==> src/rtl/coordinate_reader_if.sv <==
// -----------------------------------------------------------------------------
// coordinate_reader_if
//
// Groups the two buses around the coordinate reader:
//   - the memory read bus: address/rd_en out to both coordinate memories,
//     x_mem_q/y_mem_q back (valid one cycle after rd_en)
//   - the downstream coordinate stream: x_out/y_out/valid/last out, ready in
//
// Modports:
//   master : the reader (drives address, rd_en, x_out, y_out, valid, last)
//   slave  : memories + pathfinding core (drive x_mem_q, y_mem_q, ready)
// -----------------------------------------------------------------------------
interface coordinate_reader_if #(
    parameter int COORD_W = 8,
    parameter int ADDR_W  = 8
);
    logic [ADDR_W-1:0]  address;
    logic               rd_en;
    logic [COORD_W-1:0] x_mem_q;
    logic [COORD_W-1:0] y_mem_q;
    logic [COORD_W-1:0] x_out;
    logic [COORD_W-1:0] y_out;
    logic               valid;
    logic               ready;
    logic               last;

    modport master (
        output address, rd_en, x_out, y_out, valid, last,
        input  x_mem_q, y_mem_q, ready
    );

    modport slave (
        input  address, rd_en, x_out, y_out, valid, last,
        output x_mem_q, y_mem_q, ready
    );
endinterface

==> src/rtl/coordinate_reader.sv <==
// -----------------------------------------------------------------------------
// coordinate_reader
//
// Walks addresses 0..count-1 of the X/Y coordinate memories in lockstep and
// streams each (x, y) pair downstream over valid/ready, then raises done.
// One coordinate every three cycles (REQ -> WAIT -> PRESENT) with ready high.
//
// Ports:
//   clk    : system clock, rising edge
//   reset  : asynchronous, active-high; clears all state
//   start  : begin a pass; sampled only in IDLE or DONE
//   count  : list length (0..2^ADDR_W), sampled with start
//   bus    : coordinate_reader_if.master (memory read bus + coordinate stream)
//   busy   : pass in progress (REQ, WAIT or PRESENT)
//   done   : pass complete; level until the next start or reset
//   hex0..hex5 : debug nibbles
//
// Build option:
//   COORD_READER_HEX_EN defined   -> hex0/1 = x_out lo/hi, hex2/3 = y_out lo/hi,
//                                    hex4/5 = idx lo/hi, all registered
//   COORD_READER_HEX_EN undefined -> hex0..hex5 tied to 0
// -----------------------------------------------------------------------------
module coordinate_reader #(
    parameter int COORD_W = 8,
    parameter int ADDR_W  = 8
) (
    input  logic                clk,
    input  logic                reset,
    input  logic                start,
    input  logic [ADDR_W:0]     count,
    coordinate_reader_if.master bus,
    output logic                busy,
    output logic                done,
    output logic [3:0]          hex0,
    output logic [3:0]          hex1,
    output logic [3:0]          hex2,
    output logic [3:0]          hex3,
    output logic [3:0]          hex4,
    output logic [3:0]          hex5
);

    typedef enum logic [2:0] {
        S_IDLE,
        S_REQ,
        S_WAIT,
        S_PRESENT,
        S_DONE
    } state_t;

    state_t             state_q, state_d;
    // idx/cnt are one bit wider than the address so count = 2^ADDR_W fits.
    logic [ADDR_W:0]    idx_q, idx_d;
    logic [ADDR_W:0]    cnt_q, cnt_d;
    logic [ADDR_W-1:0]  address_q;
    logic [COORD_W-1:0] x_q, y_q;
    logic               at_last;

    assign at_last = (idx_q == cnt_q - 1'b1);

    // NOTE: every variable assigned in always_comb gets a default first, so no
    // path leaves it unassigned and no latch is inferred.
    always_comb begin
        state_d = state_q;
        idx_d   = idx_q;
        cnt_d   = cnt_q;
        case (state_q)
            S_IDLE, S_DONE: begin
                if (start) begin
                    cnt_d   = count;
                    idx_d   = '0;
                    state_d = (count == '0) ? S_DONE : S_REQ;
                end
            end
            S_REQ:  state_d = S_WAIT;
            S_WAIT: state_d = S_PRESENT;
            S_PRESENT: begin
                if (bus.ready) begin
                    if (at_last) begin
                        state_d = S_DONE;
                    end else begin
                        idx_d   = idx_q + 1'b1;
                        state_d = S_REQ;
                    end
                end
            end
            default: state_d = S_IDLE;
        endcase
    end

    // NOTE: sequential state uses non-blocking assignments so every register
    // samples the pre-edge values, independent of statement order.
    always_ff @(posedge clk or posedge reset) begin
        if (reset) begin
            state_q   <= S_IDLE;
            idx_q     <= '0;
            cnt_q     <= '0;
            address_q <= '0;
            x_q       <= '0;
            y_q       <= '0;
        end else begin
            state_q <= state_d;
            idx_q   <= idx_d;
            cnt_q   <= cnt_d;
            // Address only moves when a read is about to be issued, so it
            // holds its last value whenever rd_en is low.
            if (state_d == S_REQ) begin
                address_q <= idx_d[ADDR_W-1:0];
            end
            if (state_q == S_WAIT) begin
                x_q <= bus.x_mem_q;
                y_q <= bus.y_mem_q;
            end
        end
    end

    assign bus.address = address_q;
    assign bus.rd_en   = (state_q == S_REQ);
    assign bus.x_out   = x_q;
    assign bus.y_out   = y_q;
    assign bus.valid   = (state_q == S_PRESENT);
    assign bus.last    = (state_q == S_PRESENT) && at_last;
    assign busy        = (state_q == S_REQ) || (state_q == S_WAIT) ||
                         (state_q == S_PRESENT);
    assign done        = (state_q == S_DONE);

`ifdef COORD_READER_HEX_EN
    logic [3:0] hex_q [6];

    // Mirrors x_out/y_out (loaded from the same memory data in WAIT) and idx
    // (loaded from its next value), so the nibbles track those registers.
    always_ff @(posedge clk or posedge reset) begin
        if (reset) begin
            for (int i = 0; i < 6; i++) hex_q[i] <= 4'h0;
        end else begin
            if (state_q == S_WAIT) begin
                hex_q[0] <= bus.x_mem_q[3:0];
                hex_q[1] <= bus.x_mem_q[7:4];
                hex_q[2] <= bus.y_mem_q[3:0];
                hex_q[3] <= bus.y_mem_q[7:4];
            end
            hex_q[4] <= idx_d[3:0];
            hex_q[5] <= idx_d[7:4];
        end
    end

    assign hex0 = hex_q[0];
    assign hex1 = hex_q[1];
    assign hex2 = hex_q[2];
    assign hex3 = hex_q[3];
    assign hex4 = hex_q[4];
    assign hex5 = hex_q[5];
`else
    assign hex0 = 4'h0;
    assign hex1 = 4'h0;
    assign hex2 = 4'h0;
    assign hex3 = 4'h0;
    assign hex4 = 4'h0;
    assign hex5 = 4'h0;
`endif

endmodule

==> src/flat_wrapper.sv <==
// flat-port wrapper written by rule: the top's interface ports become plain ports
module coordinate_reader_flat 
#(
    parameter int COORD_W = 8,
    parameter int ADDR_W  = 8
)
  (clk, reset, start, count, busy, done, hex0, hex1, hex2, hex3, hex4, hex5, bus_address, bus_rd_en, bus_x_out, bus_y_out, bus_valid, bus_last, bus_x_mem_q, bus_y_mem_q, bus_ready);
  coordinate_reader_if #(.COORD_W(COORD_W), .ADDR_W(ADDR_W)) bus_i ();
  input  logic clk;
  input  logic reset;
  input  logic start;
  input  logic [ADDR_W:0] count;
  output logic busy;
  output logic done;
  output logic [3:0] hex0;
  output logic [3:0] hex1;
  output logic [3:0] hex2;
  output logic [3:0] hex3;
  output logic [3:0] hex4;
  output logic [3:0] hex5;
  output wire logic [$bits(bus_i.address)-1:0] bus_address;
  output wire logic [$bits(bus_i.rd_en)-1:0] bus_rd_en;
  output wire logic [$bits(bus_i.x_out)-1:0] bus_x_out;
  output wire logic [$bits(bus_i.y_out)-1:0] bus_y_out;
  output wire logic [$bits(bus_i.valid)-1:0] bus_valid;
  output wire logic [$bits(bus_i.last)-1:0] bus_last;
  input wire logic [$bits(bus_i.x_mem_q)-1:0] bus_x_mem_q;
  input wire logic [$bits(bus_i.y_mem_q)-1:0] bus_y_mem_q;
  input wire logic [$bits(bus_i.ready)-1:0] bus_ready;
  assign bus_address = bus_i.address;
  assign bus_rd_en = bus_i.rd_en;
  assign bus_x_out = bus_i.x_out;
  assign bus_y_out = bus_i.y_out;
  assign bus_valid = bus_i.valid;
  assign bus_last = bus_i.last;
  assign bus_i.x_mem_q = bus_x_mem_q;
  assign bus_i.y_mem_q = bus_y_mem_q;
  assign bus_i.ready = bus_ready;
  coordinate_reader #(.COORD_W(COORD_W), .ADDR_W(ADDR_W)) u_core (.clk(clk), .reset(reset), .start(start), .count(count), .bus(bus_i), .busy(busy), .done(done), .hex0(hex0), .hex1(hex1), .hex2(hex2), .hex3(hex3), .hex4(hex4), .hex5(hex5));
endmodule
==> config.mk <==
export PLATFORM = sky130hd
export DESIGN_NAME = coordinate_reader_flat
export DESIGN_NICKNAME = d
export VERILOG_FILES = /design/src/rtl/coordinate_reader_if.sv /design/src/rtl/coordinate_reader.sv /design/src/flat_wrapper.sv
export SDC_FILE = /design/constraint.sdc
export NUM_CORES = 1
export LEC_CHECK = 0
export CELL_PAD_IN_SITES_DETAIL_PLACEMENT = 0
export CELL_PAD_IN_SITES_GLOBAL_PLACEMENT = 1
export CORE_ASPECT_RATIO = 0.9
export CORE_MARGIN = 3
export CORE_UTILIZATION = 35
export DETAILED_ROUTE_END_ITERATION = 10
export GPL_ROUTABILITY_DRIVEN = 0
export PLACE_DENSITY = 0.88
export SLEW_MARGIN = 40
export SYNTH_ARGS = -nofsm -noshare
export SYNTH_HDL_FRONTEND = slang
export SYNTH_SLANG_ARGS = --single-unit
export TNS_END_PERCENT = 50
==> constraint.sdc <==
create_clock -name clk -period 2.54 [get_ports clk]
set_input_delay 0.508 -clock clk [delete_from_list [all_inputs] [get_ports clk]]
set_output_delay 0.508 -clock clk [all_outputs]
set_load 0.05 [all_outputs]
==> impl_summary.md, run 1 <==
Yosys
The average instance area after synthesis is 10.51 um2. Synthesis instantiated 43 different standard cells from the library. The fraction of registers with async set or reset after synthesis is 100.0%. For this run, the number of Yosys warnings is 0. Among all flip-flop cells after synthesis, the most frequent one is dfrtp_1. In this run, synthesis produced a sequential element count of 45. In this run, synthesis inferred 0 flip-flops with an integrated enable.

The sequential-to-total area share from yosys stat is 45.78%. The area of the mapped netlist is 0.002460 mm2. The synthesized instance count is 234.

Clocking
The cell at the root of the clock tree is clkbuf_8. After clock tree synthesis, the clock-pin slew on the worst setup and hold paths is 0.09 ns. The later pin in the worst-skew pair is clocked with a latency of 0.30 ns. The CTS tree is yes. The maximum clock insertion buffer count is 2. The count of H-tree levels built during CTS is 2.

The TritonCTS buffer count is 5. The count of clock tree sinks is 45. For this design, the CTS-stage hold fixing added 0 buffers.

Detailed routing
The detailed-route wire length is 6007 um. The remaining antenna violation count is 0. The initial DRC count is 104.

The routed length per instance is 15.17 um. In the routed design, unresolved DRC markers number 0. Using the TritonRoute via totals, the vias-per-cell ratio works out to 4.871. The first detailed-routing pass took 4 iterations. The routed layout has 1929 vias.

Layout
The synthesis-to-finish area growth is 33.27%. After filler insertion, the fill cell instance count of the layout stands at 630. For this run, the post-layout net count is 336. The final cell utilization of the core is 48.99%. The final design instance area without fill is 0.003278 mm2. Across the whole layout, storage elements account for 0.001127 mm2. The top cell types in the final layout, fill and taps aside, are clkdlybuf4s50_1 (55), dfrtp_1 (44), mux2_2 (27). Leaving out fill and tap cells, the most frequent cell in the layout is clkdlybuf4s50_1.

The multi-input gate area in the final layout is 0.001224 mm2. The diode insertion count for antenna repair is 0. In the final layout, the share of cells above drive strength 1 is 21.57%. The finished layout holds 396 standard cells, fillers aside.

Run status
The checks that failed: negative setup slack. The flow ran to the end, but the final reports show violations.

Worst setup path
The worst setup path is captured at an output port. The critical path is of the reg -> out type. The data arrival time of the worst path is 2.06 ns.

STA puts the critical path data required time at 2.03 ns. The largest fanout on the critical path is 5. STA classifies the critical path startpoint as a register. Setup slack on the worst reg-to-reg path comes out at 0.18 ns. The worst-case reg-to-reg path depth is 10.

Job
Max-cap violations in this run came to 0.

Timing
The final setup TNS is -0.02360 ns. The number of hold violations in the final report was 0. Of the available clock period, the critical path in the final layout requires 100.9%. Setup repair after global routing could not meet its margin everywhere.

The setup-violating endpoint count in the final report is 1. The actual slew at the worst max-slew pin is 0.5591 ns. Subtracting the final worst setup slack from the clock period gives 2.564 ns. The count of final max-slew check failures came to 0. The timing-limited maximum frequency is 390.1 MHz. Measured against its own limit, the worst slew margin works out to 62.59%. Setup slack on the critical path of the routed design comes to -0.02360 ns. Clock skew on the completed layout was measured at 0.006294 ns.

Floorplan
The core region is 0.006691 mm2. The floorplan has 28 rows. For this configuration, the core starts out at a cell density of 36.76%.

For this design the top-level I/O count stands at 82. The y dimension of the die is 85.53 um. The x dimension of the die is 94.37 um. The floorplan die area is 0.008071 mm2.

Pwr
The static power due to leakage is 1.470 nW. The total design power is 4.487 mW. The worst ir drop on vdd is 0.0005370 V. For this design the ratio of total power to cell area is 1369 mW/mm2.

Placed design
Summing all placed instances gives a cell area of 0.003123 mm2. The wire-length estimate of the detail-placed layout is 4469 um. The count of input and output buffers is 57. Once placement completed, the tool counted placed cells totaling 386.

Worst hold path
The worst hold path belongs to the class reg -> reg. Counting instances, the worst hold path has a depth of 1.

Global routing
The first-pass GRT wire length is 9715 um. Across every metal layer, demand over resource in global routing totals 15.18%. The residual overflow from global routing is 0. The number of antenna violations at the first check in global routing is 0.

The number of global-route vias before repair is 1967. Entering global routing, the biggest net connects 23 pins.
-- area by class of cell --
cell class,count,share of cell area [%]
clock inverter,3,0.6489
multi-input combinational,171,37.33
timing repair buffer,71,20.84
sequential,45,34.39
clock buffer,5,2.099
tap,90,3.435
inverter,11,1.260
-- worst max-delay path, stage by stage (launching register included) --
cell and delay, ns:
dfrtp_1 0.37, inv_2 0.05, ha_4 0.15, nor2b_4 0.14, a21o_1 0.19, a2111oi_4 0.38
nand4_1 0.16, nor2_2 0.16, buf_12 0.15
-- power by group --
part,internal [mW],leakage [nW],switching (mW)
Combinational,1.07,0.880,1.62
Sequential,1.05,0.546,0.288
Clock,0.196,0.0445,0.262
Total,2.32,1.47,2.17
-- stage by stage --
step | worst slack (ns) | hold WS [ns]
floorplan | 0.1313 | 0.4936
CTS | -0.09337 | 0.5161
global placement | 0.2255 | 0.4886
detailed placement | 0.1486 | 0.4947
finish | -0.02360 | 0.5107
global route | -0.1493 | 0.5298
-- synth_stat cells (all sizes together), types with 2 or more instances --
library cell | n | share of area (%)
and3 | 7 | 1.8
nand4 | 4 | 1.3
ha | 2 | 1.0
nor3 | 5 | 1.0
clkbuf | 4 | 0.61
nor3b | 3 | 0.92
nor2b | 2 | 0.61
a31o | 3 | 1.1
mux2i | 2 | 0.81
buf | 26 | 8.0
a31oi | 8 | 2.0
nand2 | 20 | 3.1
mux2 | 27 | 12
xor2 | 5 | 1.8
and2 | 4 | 1.0
inv | 11 | 1.7
a211oi | 6 | 1.8
o21ai | 3 | 0.61
nor4 | 4 | 1.0
nor2 | 11 | 1.7
a21o | 4 | 1.2
dfrtp | 45 | 46
xnor2 | 5 | 1.8
nand3 | 7 | 1.4
nand3b | 3 | 0.92
-- worst paths after layout --
| kind | startpoint | endpoint |
|---|---|---|
| worst max-delay path | u_core.cnt_q[1] | bus_last |
| worst min-delay path | u_core.bus.y_out[7] | u_core.bus.y_out[7] |
| worst max register to register | u_core.cnt_q[1] | u_core.bus.address[5] |
| worst min register to register | u_core.bus.y_out[7] | u_core.bus.y_out[7] |
| max in group asynchronous | reset | u_core.bus.x_out[5] |
| min in group asynchronous | reset | u_core.cnt_q[2] |
-- flip-flops by register name (all words and copies together), names as in the netlist --
signal,cells
u_core.bus.y_out,8
u_core.bus.address,8
u_core.idx_q,9
u_core.cnt_q,9
u_core.state_q,3
u_core.bus.x_out,8
-- cell families after synthesis --
logic type	count (synthesis)	synth area share, %
XOR/XNOR	10	3.560
AO/OA/AOI/OAI	33	10.38
flip-flops	45	45.78
AND/OR/NAND/NOR	73	15.67
other	1	0.1524
multiplexers	29	13.17
buffers and inverters	41	10.27
adder cells (fa/ha/maj)	2	1.017
-- metal layers --
metal	GRT usage, %	share of wire [%]	vias to the layer above	wire (um)
li1	-	-	922	-
met1	20.65	45	943	2674
met2	24.74	49	56	2951
met3	3.333	5.4	8	324
met4	3.675	0.95	0	57
met5	0	0	-	0
-- timing repair --
action,in CTS,in global routing
cloned,0,0
endpoints found under the setup margin,1,1
gates resized for setup,7,4
pin swaps,4,3
setup buffers,1,1
Power figures use the tool's default switching activity.
==> run 2, diff against run 1 <==
--- a/config.mk
+++ b/config.mk
@@ -5,6 +5,7 @@
 export SDC_FILE = /design/constraint.sdc
 export NUM_CORES = 1
 export LEC_CHECK = 0
+export ABC_CLOCK_PERIOD_IN_PS = 2540
 export CELL_PAD_IN_SITES_DETAIL_PLACEMENT = 0
 export CELL_PAD_IN_SITES_GLOBAL_PLACEMENT = 1
 export CORE_ASPECT_RATIO = 0.9
==> results of run 2 <==
Final layout, timing and power as in run 1 (identical DEF).
